--- config.mk ---
export PLATFORM = sky130hd
export DESIGN_NAME = corrode_cell_grid_flat
export DESIGN_NICKNAME = d
export VERILOG_FILES = /design/src/rtl/corrode_cell_grid_if.sv /design/src/rtl/corrode_cell_grid.sv /design/src/flat_wrapper.sv
export SDC_FILE = /design/constraint.sdc
export NUM_CORES = 1
export LEC_CHECK = 0
export CAP_MARGIN = 30
export CORE_UTILIZATION = 65
export CTS_BUF_LIST = sky130_fd_sc_hd__clkbuf_4 sky130_fd_sc_hd__clkbuf_8
export CTS_CLUSTER_SIZE = 8
export DETAILED_ROUTE_END_ITERATION = 10
export GPL_TIMING_DRIVEN = 0
export PLACE_DENSITY = 0.82
export REMOVE_ABC_BUFFERS = 1
export SKIP_LAST_GASP = 1
export SYNTH_ARGS = -nofsm -noshare
export SYNTH_HDL_FRONTEND = slang
export SYNTH_SLANG_ARGS = --single-unit
--- constraint.sdc ---
create_clock -name sys_clk -period 18.65 [get_ports sys_clk]
set_input_delay 4.6625 -clock sys_clk [delete_from_list [all_inputs] [get_ports sys_clk]]
set_output_delay 4.6625 -clock sys_clk [all_outputs]
set_load 0.03 [all_outputs]
--- src/rtl/corrode_cell_grid_if.sv ---
// Pixel-in / cell-out bundle of the corrosion cell grid.
// The master side feeds binarised pixels and receives the per-cell keep/erode bits.
interface corrode_cell_grid_if;
  logic        i_valid;
  logic        i_sof;
  logic        i_bin;
  logic        o_valid;
  logic        o_wb;
  logic [12:0] o_cell_idx;
  logic        o_frame_done;

  modport master (
    output i_valid, i_sof, i_bin,
    input  o_valid, o_wb, o_cell_idx, o_frame_done
  );

  modport slave (
    input  i_valid, i_sof, i_bin,
    output o_valid, o_wb, o_cell_idx, o_frame_done
  );
endinterface

--- src/rtl/corrode_cell_grid.sv ---
// Bins the in-window pixels of a raster stream into square cells, counts the
// foreground pixels per cell and emits one thresholded keep/erode bit per
// completed cell, in raster order of cells.
module corrode_cell_grid #(
  parameter int P_W    = 12,
  parameter int IMG_X  = 1280,
  parameter int IMG_Y  = 720,
  parameter int WIN_X1 = 320,
  parameter int WIN_Y1 = 40,
  parameter int CELL   = 8,
  parameter int C_L    = 80,
  parameter int C_R    = 80,
  parameter int THRESH = 32
) (
  input  logic                 sys_clk,
  input  logic                 sys_rst,
  corrode_cell_grid_if.slave   bus
);

  localparam int PXW = (CELL > 1) ? $clog2(CELL) : 1;
  localparam int CXW = (C_L > 1) ? $clog2(C_L) : 1;
  localparam int CRW = (C_R > 1) ? $clog2(C_R) : 1;
  localparam int AW  = $clog2(CELL * CELL + 1);
  localparam int TW  = AW + 1;

  localparam logic [P_W-1:0] X_LO  = P_W'(WIN_X1);
  localparam logic [P_W-1:0] X_HI  = P_W'(WIN_X1 + C_L * CELL - 1);
  localparam logic [P_W-1:0] Y_LO  = P_W'(WIN_Y1);
  localparam logic [P_W-1:0] Y_HI  = P_W'(WIN_Y1 + C_R * CELL - 1);
  localparam logic [P_W-1:0] X_END = P_W'(IMG_X - 1);
  localparam logic [P_W-1:0] Y_END = P_W'(IMG_Y - 1);

  localparam logic [PXW-1:0] P_LAST  = PXW'(CELL - 1);
  localparam logic [CXW-1:0] CX_LAST = CXW'(C_L - 1);
  localparam logic [CRW-1:0] CR_LAST = CRW'(C_R - 1);
  localparam logic [TW-1:0]  THR     = TW'(THRESH);

  logic [P_W-1:0] cnt_x, cnt_y;
  logic [P_W-1:0] pos_x, pos_y;
  logic [PXW-1:0] px, py, px_e, py_e;
  logic [CXW-1:0] cx, cx_e;
  logic [CRW-1:0] cr, cr_e;
  logic [12:0]    emit_idx, emit_idx_e;

  logic [AW-1:0]  acc [C_L];
  logic [AW-1:0]  acc_cur;
  logic [TW-1:0]  total;

  logic sof_px, in_win;
  logic px_last, cx_last, py_last, cr_last;
  logic cell_start, cell_done, frame_last;

  // Effective position of the current pixel: a start-of-frame pixel is (0,0)
  // and restarts every sub-counter, so all later decisions use these views.
  always_comb begin
    sof_px     = bus.i_valid & bus.i_sof;
    pos_x      = sof_px ? '0 : cnt_x;
    pos_y      = sof_px ? '0 : cnt_y;
    px_e       = sof_px ? '0 : px;
    py_e       = sof_px ? '0 : py;
    cx_e       = sof_px ? '0 : cx;
    cr_e       = sof_px ? '0 : cr;
    emit_idx_e = sof_px ? '0 : emit_idx;

    in_win     = bus.i_valid &&
                 (pos_x >= X_LO) && (pos_x <= X_HI) &&
                 (pos_y >= Y_LO) && (pos_y <= Y_HI);

    px_last    = (px_e == P_LAST);
    py_last    = (py_e == P_LAST);
    cx_last    = (cx_e == CX_LAST);
    cr_last    = (cr_e == CR_LAST);
    cell_start = (px_e == '0) && (py_e == '0);
    cell_done  = in_win && px_last && py_last;
    frame_last = cr_last && cx_last;

    acc_cur    = acc[cx_e];
    total      = {1'b0, acc_cur} + TW'(bus.i_bin);
  end

  // Per-column accumulators; the first pixel of a cell overwrites, so no
  // clear is needed between cell-rows and reset can leave them alone.
  always_ff @(posedge sys_clk) begin
    if (in_win) begin
      if (cell_start) acc[cx_e] <= AW'(bus.i_bin);
      else            acc[cx_e] <= acc_cur + AW'(bus.i_bin);
    end
  end

  // Position tracking, cell sub-counters and the registered cell output.
  always_ff @(posedge sys_clk) begin
    if (sys_rst) begin
      cnt_x            <= '0;
      cnt_y            <= '0;
      px               <= '0;
      py               <= '0;
      cx               <= '0;
      cr               <= '0;
      emit_idx         <= '0;
      bus.o_valid      <= 1'b0;
      bus.o_wb         <= 1'b0;
      bus.o_cell_idx   <= '0;
      bus.o_frame_done <= 1'b0;
    end else begin
      bus.o_valid      <= cell_done;
      bus.o_frame_done <= cell_done && frame_last;

      if (bus.i_valid) begin
        if (pos_x == X_END) begin
          cnt_x <= '0;
          cnt_y <= (pos_y == Y_END) ? '0 : pos_y + 1'b1;
        end else begin
          cnt_x <= pos_x + 1'b1;
          cnt_y <= pos_y;
        end

        px       <= px_e;
        py       <= py_e;
        cx       <= cx_e;
        cr       <= cr_e;
        emit_idx <= emit_idx_e;

        if (in_win) begin
          if (!px_last) begin
            px <= px_e + 1'b1;
          end else begin
            px <= '0;
            if (!cx_last) begin
              cx <= cx_e + 1'b1;
            end else begin
              cx <= '0;
              if (!py_last) begin
                py <= py_e + 1'b1;
              end else begin
                py <= '0;
                cr <= cr_last ? '0 : cr_e + 1'b1;
              end
            end
          end
        end

        // Cells finish in raster order, so a running count gives the index.
        if (cell_done) begin
          bus.o_wb       <= (total >= THR);
          bus.o_cell_idx <= emit_idx_e;
          emit_idx       <= frame_last ? '0 : emit_idx_e + 13'd1;
        end
      end
    end
  end

endmodule

--- src/flat_wrapper.sv ---
// flat-port wrapper written by rule: the top's interface ports become plain ports
module corrode_cell_grid_flat 
#(
  parameter int P_W    = 12,
  parameter int IMG_X  = 1280,
  parameter int IMG_Y  = 720,
  parameter int WIN_X1 = 320,
  parameter int WIN_Y1 = 40,
  parameter int CELL   = 8,
  parameter int C_L    = 80,
  parameter int C_R    = 80,
  parameter int THRESH = 32
)
  (sys_clk, sys_rst, bus_i_valid, bus_i_sof, bus_i_bin, bus_o_valid, bus_o_wb, bus_o_cell_idx, bus_o_frame_done);
  corrode_cell_grid_if bus_i ();
  input  logic sys_clk;
  input  logic sys_rst;
  input wire logic [$bits(bus_i.i_valid)-1:0] bus_i_valid;
  input wire logic [$bits(bus_i.i_sof)-1:0] bus_i_sof;
  input wire logic [$bits(bus_i.i_bin)-1:0] bus_i_bin;
  output wire logic [$bits(bus_i.o_valid)-1:0] bus_o_valid;
  output wire logic [$bits(bus_i.o_wb)-1:0] bus_o_wb;
  output wire logic [$bits(bus_i.o_cell_idx)-1:0] bus_o_cell_idx;
  output wire logic [$bits(bus_i.o_frame_done)-1:0] bus_o_frame_done;
  assign bus_i.i_valid = bus_i_valid;
  assign bus_i.i_sof = bus_i_sof;
  assign bus_i.i_bin = bus_i_bin;
  assign bus_o_valid = bus_i.o_valid;
  assign bus_o_wb = bus_i.o_wb;
  assign bus_o_cell_idx = bus_i.o_cell_idx;
  assign bus_o_frame_done = bus_i.o_frame_done;
  corrode_cell_grid #(.P_W(P_W), .IMG_X(IMG_X), .IMG_Y(IMG_Y), .WIN_X1(WIN_X1), .WIN_Y1(WIN_Y1), .CELL(CELL), .C_L(C_L), .C_R(C_R), .THRESH(THRESH)) u_core (.sys_clk(sys_clk), .sys_rst(sys_rst), .bus(bus_i));
endmodule
==> summary.txt <==
Sequential area share after synthesis - 70.15%
Leak - 8.113 nW
Yosys cell types - 94
Req. time, crit path - 19.14 ns
Layout Cells excl Fill - 2532
Die span in x - 202.2 um
Root buf cell - clkbuf_8
CP peak stage delay - 0.97 ns
Multi-input gate area - 7193 um2
Crit end category - flop
I/O pins - 21
Synth Area in XOR/XNOR - 0.4034%
Initial cell density of the core - 66.64%
Core box area - 39100 um2
Power Dens Cells - 91.90 nW/um2
Max-cap check violation count - 0
Post-CTS Setup Inserts - 0
Antenna violations before repair - 2
First drt pass iteration count - 8
Register area - 18290 um2
Placer Congestion - 0.9695
TritonCTS buffer count - 97
Slew HR - 24.97%
Mapped Avg Cell Area - 13.59 um2
RSZ-0062 raised after global routing - false
Final setup vio count - 0
Post-Syn Area - 26060 um2
FMAX - 0.09656 GHz
Residual DRC - 0
Drt via density - 7.143
Mux share of post-synthesis cell area - 3.952%
Placed Cells - 2368
Total number of vias - 18085
CP Cell Sequence - buf_2 -> buf_12 -> and2_1 -> buf_16 -> a21oi_4 -> buf_12 -> o22ai_1 -> nor4_1 -> o22ai_1 -> a221oi_1 -> a211oi_1 -> a21oi_1 -> ha_1 -> ha_1 -> inv_1 -> nor3_2 -> xnor2_1 -> nor2_4 -> buf_12
Cell count after synthesis - 1917
Final hold vios - 0
Pin count of the biggest net entering global routing - 70
Area Overhead vs Synth - 10.63%
Setup TNS - 0 ns
Asr flop ratio synth - 0%
Clk_lat worst skew - 0.70 ns
Main combinational cell family by area after synthesis - compound AO/OA/AOI/OAI gates
Cell family with most CP delay - simple AND/OR/NAND/NOR gates
Most used cell along the critical path - buf_12
Max Clock Skew - 0.04251 ns
Crit share post-route - 55.53%
Die Span Y - 202.2 um
Fraction of the mapped netlist area in adder cells - 0.7683%
Layout cell share with drive strength beyond 1 - 13.02%
First-pass GRT wire length - 108.5 mm
Post-DP HPWL - 45.33 mm
DR iter-0 viols - 2987
Worst slew pin tran - 1.115 ns
Clk sinks - 633
Peak supply drop - 68.64 uV
Wire per inst - 29.49 um
WS Path Type - primary input to flop
Grt total ovfl - 0
Post_cts resized - 0
Vias in the first global route - 17364
TritonCTS clock tree - done
Tot GR Track Use - 36.81%
Slowest cell on the critical path - nor4_1
Critical path arrival - 10.84 ns
Net count, final - 1971
Worst path bufs/invs - 6
Detailed Route WL - 74.68 mm
Synth Warn # - 0
EDFF count, synth - 560
Final Power - 2.649 mW
Register bit total from synthesis - 633
Kind of start point of the critical path - primary input
Port Buf Inserts - 20
Simple-gate share of the synthesized area - 10.96%
Cts hold-fix bufs - 0
Crit-path max FO - 43
Clock edge transition at the registers on the reported setup and hold paths - 0.05 ns
Worst hold path class - flop to flop
Final min period - 10.36 ns
Outcome - complete, no violations
Compound-gate portion of the synthesized area - 11.21%
Clock buffer depth - 3
H-tree levels - 3
Die Footprint - 40890 um2
Row cnt - 72
Main synth FF type - edfxtp_1
Pins Over Slew Limit - 0
Fillers - 2420
Remaining antenna violation count - 0
[synthesized netlist by cell type, types with 17 or more instances]
cell type  instances  area share (%)
a21oi_1           78             1.5
a22oi_1           25            0.72
and2_1            18            0.43
and3_1            18            0.43
buf_2             36            0.69
clkbuf_1          48            0.69
dfxtp_1           73             5.6
edfxtp_1         560              65
inv_1             18            0.26
mux2_2            22            0.95
mux2i_1           77             3.0
nand2_1          154             2.2
nand3_1           56             1.1
nand4_1           17            0.41
nor2_1           195             2.8
nor3_1            43            0.83
nor4_1            18            0.43
o21ai_0           55             1.1
o221ai_1          27            0.91
o22ai_1           98             2.4
[routing by layer]
| metal | GRT usage (%) | vias to the layer above | routed length, um |
|---|---|---|---|
| met1 | 47.94 | 8659 | 25910 |
| met5 | 0 | - | 15 |
| li1 | - | 7507 | - |
| met3 | 11.69 | 325 | 10840 |
| met4 | 20.70 | 2 | 4684 |
| met2 | 55.15 | 1592 | 33240 |
[worst register-to-register path, cell delays in order, from the launching register on]
cell	delay (ns)
dfxtp_4	1.03
inv_2	0.41
a21oi_4	0.94
buf_12	0.33
o22ai_1	0.13
nor4_1	0.97
o22ai_1	0.14
a221oi_1	0.30
a211oi_1	0.21
a21oi_1	0.28
ha_1	0.21
ha_1	0.14
inv_1	0.08
nor3_2	0.29
xnor2_1	0.15
nor2_4	0.77
buf_12	0.31
[cell type report]
type,instances,share of cell area (%)
diodes,2,0.01736
clock buffers,142,5.933
clock inverters,19,0.3559
inverters,22,0.3038
multi-input cells,1147,24.95
flip-flops and latches,633,63.44
well taps,518,2.248
repair buffers,49,2.752
[path summary, 6_finish.rpt]
check        slack [ns]                             startpoint                               endpoint  cells after the start
max                8.29                            bus_i_valid             u_core.acc[1][4]$_DFFE_PP_                     19
min                0.45  u_core.bus.o_cell_idx[9]$_SDFFE_PP0P_  u_core.bus.o_cell_idx[9]$_SDFFE_PP0P_                      2
max reg2reg       11.74              u_core.cx[2]$_SDFFE_PP0P_             u_core.acc[1][4]$_DFFE_PP_                     16
min reg2reg        0.45  u_core.bus.o_cell_idx[9]$_SDFFE_PP0P_  u_core.bus.o_cell_idx[9]$_SDFFE_PP0P_                      2
[state kept, by name, summed over array words and instances (netlist names)]
name / count
u_core.cr: 7
u_core.cnt_y: 12
u_core.bus.o_wb: 1
u_core.px: 3
u_core.acc: 560
u_core.cnt_x: 12
u_core.emit_idx: 13
u_core.bus.o_frame_done: 1
u_core.bus.o_cell_idx: 13
u_core.py: 3
u_core.cx: 7
u_core.bus.o_valid: 1
[cell usage in the layout (no fill, tap or decap), drive strengths merged, types with 6 or more instances in the layout]
cell             n
nor2           197
xnor2           11
nor2b           13
o22ai           98
a31oi            9
a32oi           10
o21ai           56
mux2i           77
mux2            23
o31ai            6
nand3           56
dfxtp           73
a21bo            6
nor3b            7
or4              8
and4             7
and2            19
clkbuf         142
or3             14
nand2b          11
a21oi           80
o211ai           8
a21boi           7
nor3            48
o221ai          27
a22oi           25
buf             32
a211oi           9
clkinv          16
clkdlybuf4s50   17
a2111oi          9
and3            18
nor4            20
nand2          157
edfxtp         560
nand4           17
ha              16
inv             22
[power breakdown]
| group | switching, mW | leakage (nW) | internal, mW | total, mW |
|---|---|---|---|---|
| clock network | 0.519 | 0.964 | 0.583 | 1.10 |
| registers | 0.000272 | 4.68 | 1.52 | 1.52 |
| logic | 0.0200 | 2.47 | 0.00477 | 0.0248 |
| total | 0.539 | 8.11 | 2.11 | 2.65 |
[cell families after synthesis]
| group | Yosys count |
|---|---|
| adders and majority gates | 16 |
| and+or+nand+nor | 599 |
| buffers and inverters | 137 |
| muxes | 100 |
| AOI/OAI and AO/OA | 420 |
| DFF | 633 |
| xor gates and xnor gates | 12 |
[per-stage QoR]
stage / area [um2] / utilization (%) / hold WS (ns) / setup WS (ns)
after floorplan: 25480 / - / 0.4488 / 7.942
final: 28830 / 73.73 / 0.4548 / 8.294
after global routing: 28820 / 73.72 / 0.4860 / 8.175
after detailed placement: 26980 / 69.01 / 0.4465 / 7.676
after global placement: 26330 / 67.33 / 0.4376 / 1.404
after CTS: 28790 / 73.65 / 0.4562 / 8.288
No activity file was read; power rests on OpenSTA's default activity.
